File: config.mk
export PLATFORM = sky130hd
export DESIGN_NAME = snn_ctrl
export DESIGN_NICKNAME = d
export VERILOG_FILES = /design/src/rtl/snn_ctrl.sv
export SDC_FILE = /design/constraint.sdc
export NUM_CORES = 1
export LEC_CHECK = 0
export CELL_PAD_IN_SITES_DETAIL_PLACEMENT = 0
export CELL_PAD_IN_SITES_GLOBAL_PLACEMENT = 1
export CORE_UTILIZATION = 36
export CTS_CLUSTER_SIZE = 10
export DETAILED_ROUTE_END_ITERATION = 16
export PLACE_DENSITY = 0.77
export SLEW_MARGIN = 30
export SYNTH_ARGS = -nofsm -noshare
export SYNTH_HDL_FRONTEND = slang
export SYNTH_SLANG_ARGS = --single-unit
File: constraint.sdc
create_clock -name clk -period 2.54 [get_ports clk]
set_input_delay 0.381 -clock clk [delete_from_list [all_inputs] [get_ports clk]]
set_output_delay 0.381 -clock clk [all_outputs]
set_load 0.02 [all_outputs]
File: src/rtl/snn_ctrl.sv
// snn_ctrl: unpacks a 98-byte binary image into the input-unit RAM, runs the SNN core
// and reports the classified digit on the LEDs and as an ASCII byte over the UART.
module snn_ctrl #(
    parameter int NUM_BYTES = 98,
    parameter int ADDR_W    = 10
) (
    input  logic              clk,
    input  logic              rst_n,
    input  logic              rx_rdy,
    input  logic [7:0]        rx_data,
    input  logic              tx_busy,
    output logic              tx_start,
    output logic [7:0]        tx_data,
    output logic              ram_we,
    output logic [ADDR_W-1:0] ram_addr,
    output logic              ram_d,
    input  logic [ADDR_W-1:0] core_addr,
    output logic              snn_start,
    input  logic              snn_done,
    input  logic [3:0]        digit,
    output logic [7:0]        led,
    output logic              busy,
    output logic              overrun
);
    typedef enum logic [2:0] {IDLE, UNPACK, START, WAIT_DONE, TX} state_t;
    localparam int BW = ADDR_W - 3;

    state_t        state_q, state_d;
    logic [BW-1:0] byte_cnt_q, byte_cnt_d;
    logic [2:0]    bit_cnt_q, bit_cnt_d;
    logic [7:0]    shreg_q, shreg_d, pend_q, pend_d;
    logic          pend_vld_q, pend_vld_d, overrun_q, overrun_d;
    logic [3:0]    digit_q, digit_d;
    logic          last_bit, last_byte, consume, store;

    assign last_bit  = bit_cnt_q == 3'd7;
    assign last_byte = byte_cnt_q == BW'(NUM_BYTES - 1);
    // The pending byte re-enters the load phase from IDLE or straight from the end of a byte.
    assign consume   = pend_vld_q && (state_q == IDLE || (state_q == UNPACK && last_bit && !last_byte));
    assign store     = rx_rdy && !(state_q == IDLE && !pend_vld_q);

    always_comb begin
        state_d    = state_q;
        byte_cnt_d = byte_cnt_q;
        bit_cnt_d  = bit_cnt_q;
        shreg_d    = shreg_q;
        digit_d    = digit_q;
        pend_d     = pend_q;
        pend_vld_d = pend_vld_q;
        overrun_d  = overrun_q;
        case (state_q)
            IDLE: if (pend_vld_q || rx_rdy) begin
                state_d   = UNPACK;
                shreg_d   = pend_vld_q ? pend_q : rx_data;
                bit_cnt_d = 3'd0;
            end
            UNPACK: begin
                shreg_d   = shreg_q >> 1;
                bit_cnt_d = bit_cnt_q + 3'd1;
                if (last_bit) begin
                    if (last_byte) state_d = START;
                    else begin
                        byte_cnt_d = byte_cnt_q + 1'b1;
                        state_d    = consume ? UNPACK : IDLE;
                        if (consume) shreg_d = pend_q;
                    end
                end
            end
            START: begin
                byte_cnt_d = '0;
                state_d    = WAIT_DONE;
            end
            WAIT_DONE: if (snn_done) begin
                digit_d = digit;
                state_d = TX;
            end
            TX: if (!tx_busy) state_d = IDLE;
            default: state_d = IDLE;
        endcase
        if (consume) pend_vld_d = 1'b0;
        if (store) begin
            if (!pend_vld_q || consume) begin
                pend_d     = rx_data;
                pend_vld_d = 1'b1;
            end else overrun_d = 1'b1;
        end
    end

    always_ff @(posedge clk or negedge rst_n) begin
        if (!rst_n) begin
            state_q    <= IDLE;
            byte_cnt_q <= '0;
            bit_cnt_q  <= '0;
            shreg_q    <= '0;
            pend_q     <= '0;
            pend_vld_q <= 1'b0;
            overrun_q  <= 1'b0;
            digit_q    <= '0;
        end else begin
            state_q    <= state_d;
            byte_cnt_q <= byte_cnt_d;
            bit_cnt_q  <= bit_cnt_d;
            shreg_q    <= shreg_d;
            pend_q     <= pend_d;
            pend_vld_q <= pend_vld_d;
            overrun_q  <= overrun_d;
            digit_q    <= digit_d;
        end
    end

    assign ram_we    = state_q == UNPACK;
    assign ram_addr  = ram_we ? {byte_cnt_q, bit_cnt_q} : core_addr;
    assign ram_d     = ram_we & shreg_q[0];
    assign snn_start = state_q == START;
    assign tx_start  = state_q == TX && !tx_busy;
    assign tx_data   = digit_q <= 4'd9 ? 8'h30 + {4'b0, digit_q} : 8'h3F;
    assign led       = {4'b0, digit_q};
    assign busy      = state_q != IDLE;
    assign overrun   = overrun_q;
endmodule

## After elaboration in Yosys (flattened, before gate mapping)

Index checks and enable logic that the tools add are counted.

| cells by class | value |
|---|---|
| equality and inequality tests | 11 |
| order comparisons | 1 |
| mux-type cells | 23 |
| add/subtract/negate cells | 3 |
| reduce and logical (&&, ||, !) cells | 23 |
| bitwise logic cells | 2 |

Operators by type and width:

| operator | count |
|---|---|
| $mux 8 | 5 |
| $mux 7 | 3 |
| $pmux 8 s2 | 1 |
| $mux 3 | 5 |
| $pmux 3 s5 | 1 |
| $pmux 7 s2 | 1 |
| $mux 10 | 1 |
| $reduce_and 2->1 | 4 |
| $add 6x4->7 const A | 1 |
| $add 7x1->7 const B | 1 |
| $eq 7x7->1 const B | 1 |
| $eq 3x2->1 const B | 2 |
| $eq 3x3->1 const B | 2 |
| $logic_and 1x1->1 | 6 |
| $ne 2x2->1 const B | 3 |
| $pmux 3 s2 | 1 |
| $le 4x4->1 const B | 1 |
| $logic_not 1->1 | 4 |
| $mux 1 | 4 |
| $ne 2x1->1 const B | 2 |
| $reduce_and 4->1 | 1 |
| $reduce_bool 2->1 | 2 |
| $add 3x1->3 const B | 1 |
| $eq 3x1->1 const B | 1 |
| 7 further kinds | 9 |

| word-level totals | value |
|---|---|
| output and inout bits | 32 |
| word-level logic and storage cells | 71 |
| register bits | 35 |
| input port bits | 27 |

## Depth between registers and ports, before layout

| logic depth | value |
|---|---|
| depth in word-level cells | 9 |
| mapped depth | 6 |
| depth with buffers taken out | 6 |

## Least setup slack after synthesis

OpenSTA, ideal clock, no wires.

| timing | value |
|---|---|
| path kind | register -> output |
| start point | register state_q[0] |
| end point | output ram_addr[4] |
| buffers on the path | 2 |
| data required time | 2.159 ns |
| data arrival time | 1.714 ns |
| stages on the path, launching flop included | 5 |
| path slack | 0.445 ns |
| path through | dfrtp_1 or3b_4 clkbuf_1 clkbuf_1 o21ai_0 |

| on the way | value |
|---|---|
| longest elaborated chain between the ends | 2 |

RTL lines:

| element | RTL line | source |
|---|---|---|
| start, declared | 28 | `state_t state_q, state_d;` |
| start signal, assigned | 100 | `state_q <= state_d;` |
| $eq 3x1->1 | 111 | `assign ram_we = state_q == UNPACK;` |
| $mux 10 | 112 | `assign ram_addr = ram_we ? {byte_cnt_q, bit_cnt_q} : core_addr;` |
| end, declared | 15 | `output logic [ADDR_W-1:0] ram_addr,` |

No other way between the ends.

## Worst setup path in the final report

| timing | value |
|---|---|
| start point | register state_q[1] |
| end point | output ram_addr[4] |

The elaborated chain is that of the path after synthesis.

==> results.ini <==
[outcome]
status=completed

[final_layout]
multi_input_area_sq_um=1100
register_area_sq_um=876
nets=300
num_antenna_cells=0
final_cell_area_sq_um=2770
drive_above_1_share_pct=14.8
area_growth_pct=32.4
fill_cells=540

[worst_setup_path]
cp_cell_sequence=or3b_4 -> buf_4 -> o21ai_0 -> clkdlybuf4s50_1
end_kind=primary output
r2r_cells=5
crit_cells=4
cp_max_fo=20
worst_setup_path_start_kind=flop
arrival_ns=2.05
worst-setup-path-type=flop to primary output
slowest_delay_ns=0.62
critPathBufInv=2
critPathTopFamily=buffers and inverters
crit_path_top_delay_cell=clkdlybuf4s50_1
required_ns=2.16

[clocking]
htreeDepth=2
clk_pin_slew_ns=0.08
cts_root_buffer=clkbuf_8
clockBufferDepth=2
cts_tree=yes
worstSkewPairLatency_ns=0.29
cts_buffers=5
cts-hold-fix-buffers=0
clock-sinks=35

[global_routing]
grt_overflow_total=0
grt_pass1_wl_mm=7.78
grt_max_degree=36
antenna_found_initial=0
grt_pass1_vias=1640
grtUsageTotal_pct=16.3

[placement]
io_buffers=50
dp_hpwl_mm=3.32
placed_area_sq_um=2640
gp_congestion=0.804

[yosys]
ys_top_cells_by_area=dfrtp_1, mux2_2, nand2_1
synth_cells=220
synthFlopType=dfrtp_1
yosysTopAreaCell=dfrtp_1
async_flop_share_pct=100
yosysWarnings=0
synth_commonest_cells=dfrtp_1, nand2_1, mux2_2
synth_most_common_cell=dfrtp_1
synth_top_area_share_pct=41.9
synth_area_sq_um=2090
synth_edf_count=0
synth_seq_area_share_pct=41.9
yosys.cell_types.count=49
ys_ff_latch=35
syn_avg_cell_area_sq_um=9.49

[power_and_ir_drop]
max-vdd-ir-drop_mv=0.404
power_density_nw_per_um2=858
leakage_uw=0.00128

[worst_hold_path]
holdPathStages=1
holdCritPathClass=flop to flop

[timing]
rsz0062_at_grt=no
worst_pin_slew_ns=0.684
whs_ns=0.473
tns_ns=0
layout_min_cycle_time_ns=2.43
setup_viol=0
fin_crit_sh_pct=95.7
drv_slew=0
slew_headroom_pct=54.4
hold_viol_final=0
max_freq_mhz=411
clock_skew_ns=0.0121

[floorplan]
initial_core_util_pct=37.7
die_w_microns=78.2
pin_count=59
core.rowCount=27
dieArea_sq_um=6110
die_height_microns=78.2
core_sq_um=5540

[routing]
firstDrtPassIters=4
drc=0
wl_mm=4.67
postRouteAntennaNets=0
vias_per_cell=5.22
vias=1785
routedWlPerCell_microns=13.6
drtIter0Drc=89

[job]
maxCapViolCount=0

final cells by class:
| cell class | count | area share (%) |
|---|---|---|
| tap | 72 | 3.26 |
| timing repair buffer | 57 | 20.2 |
| inverter | 6 | 0.814 |
| clock inverter | 2 | 1.27 |
| sequential | 35 | 31.7 |
| clock buffer | 6 | 2.99 |
| multi-input combinational | 164 | 39.8 |
flip-flops by register name, summed over array words and instances, names as in the netlist:
signal,count
byte_cnt_q,7
pend_vld_q,1
state_q,3
shreg_q,8
digit_q,4
overrun,1
pend_q,8
bit_cnt_q,3
through the flow:
step           power [uW]  worst slack, ns  util [%]  cells
2_1_floorplan        1550            0.445         -    226
3_3_place_gp         1860            0.422      47.7    334
3_5_place_dp         1880            0.417      47.7    334
4_1_cts              2400           0.0907      49.8    342
5_1_grt              2550          0.00835      49.9    342
6_report             2370            0.108      49.9    342
layout by cell type, fill, tap and decap left out, drive strengths merged, types with 2 or more instances in the layout:
cell,instances
xor2,2
conb,8
o2111ai,3
a22o,2
inv,6
ha,4
o31ai,2
nand4b,2
o21ai,9
dlymetal6s2s,2
a21oi,12
a21o,3
or4,2
nand2b,3
nor2b,3
nand3,11
clkdlybuf4s50,48
nor2,15
clkbuf,6
dfrtp,35
nand2,33
mux2,19
a221oi,7
buf,7
power breakdown:
part	switching, uW	internal (uW)	leakage, uW	total [uW]
sequential	181	736	0.000440	918
combinational	434	504	0.000776	938
clock	199	317	0.0000612	517
worst paths after layout:
path                                from            end  slack (ns)
setup / recovery              state_q[1]    ram_addr[4]        0.11
hold / removal                   overrun        overrun        0.47
setup reg to reg           byte_cnt_q[0]     shreg_q[6]        0.42
hold reg to reg                  overrun        overrun        0.47
max in group asynchronous          rst_n      pend_q[7]        1.71
min in group asynchronous          rst_n  byte_cnt_q[4]        0.51
cell families (layout without fill, tap and decap cells):
family                     after synthesis  after routing  synth area share, %
AOI/OAI and AO/OA                       50             50                 18.5
xor gates and xnor gates                 2              2                0.839
adders and majority gates                4              4                 2.40
buffers and inverters                   27             71                 6.41
DFF                                     35             35                 41.9
muxes                                   20             20                 10.7
other                                    2              8                0.360
and+or+nand+nor                         80             80                 18.9
per-layer routing:
layer | global-route usage, % | wire, microns
met1 | 22.8 | 2260
met2 | 24.5 | 2080
met3 | 4.19 | 298
met4 | 5.37 | 31
met5 | 0 | 0
repair_timing:
action	in CTS	in global routing
setup buffers	0	0
gates resized for setup	0	2
endpoints found under the setup margin	0	2
Note: power is estimated with default switching activity, not from simulation.
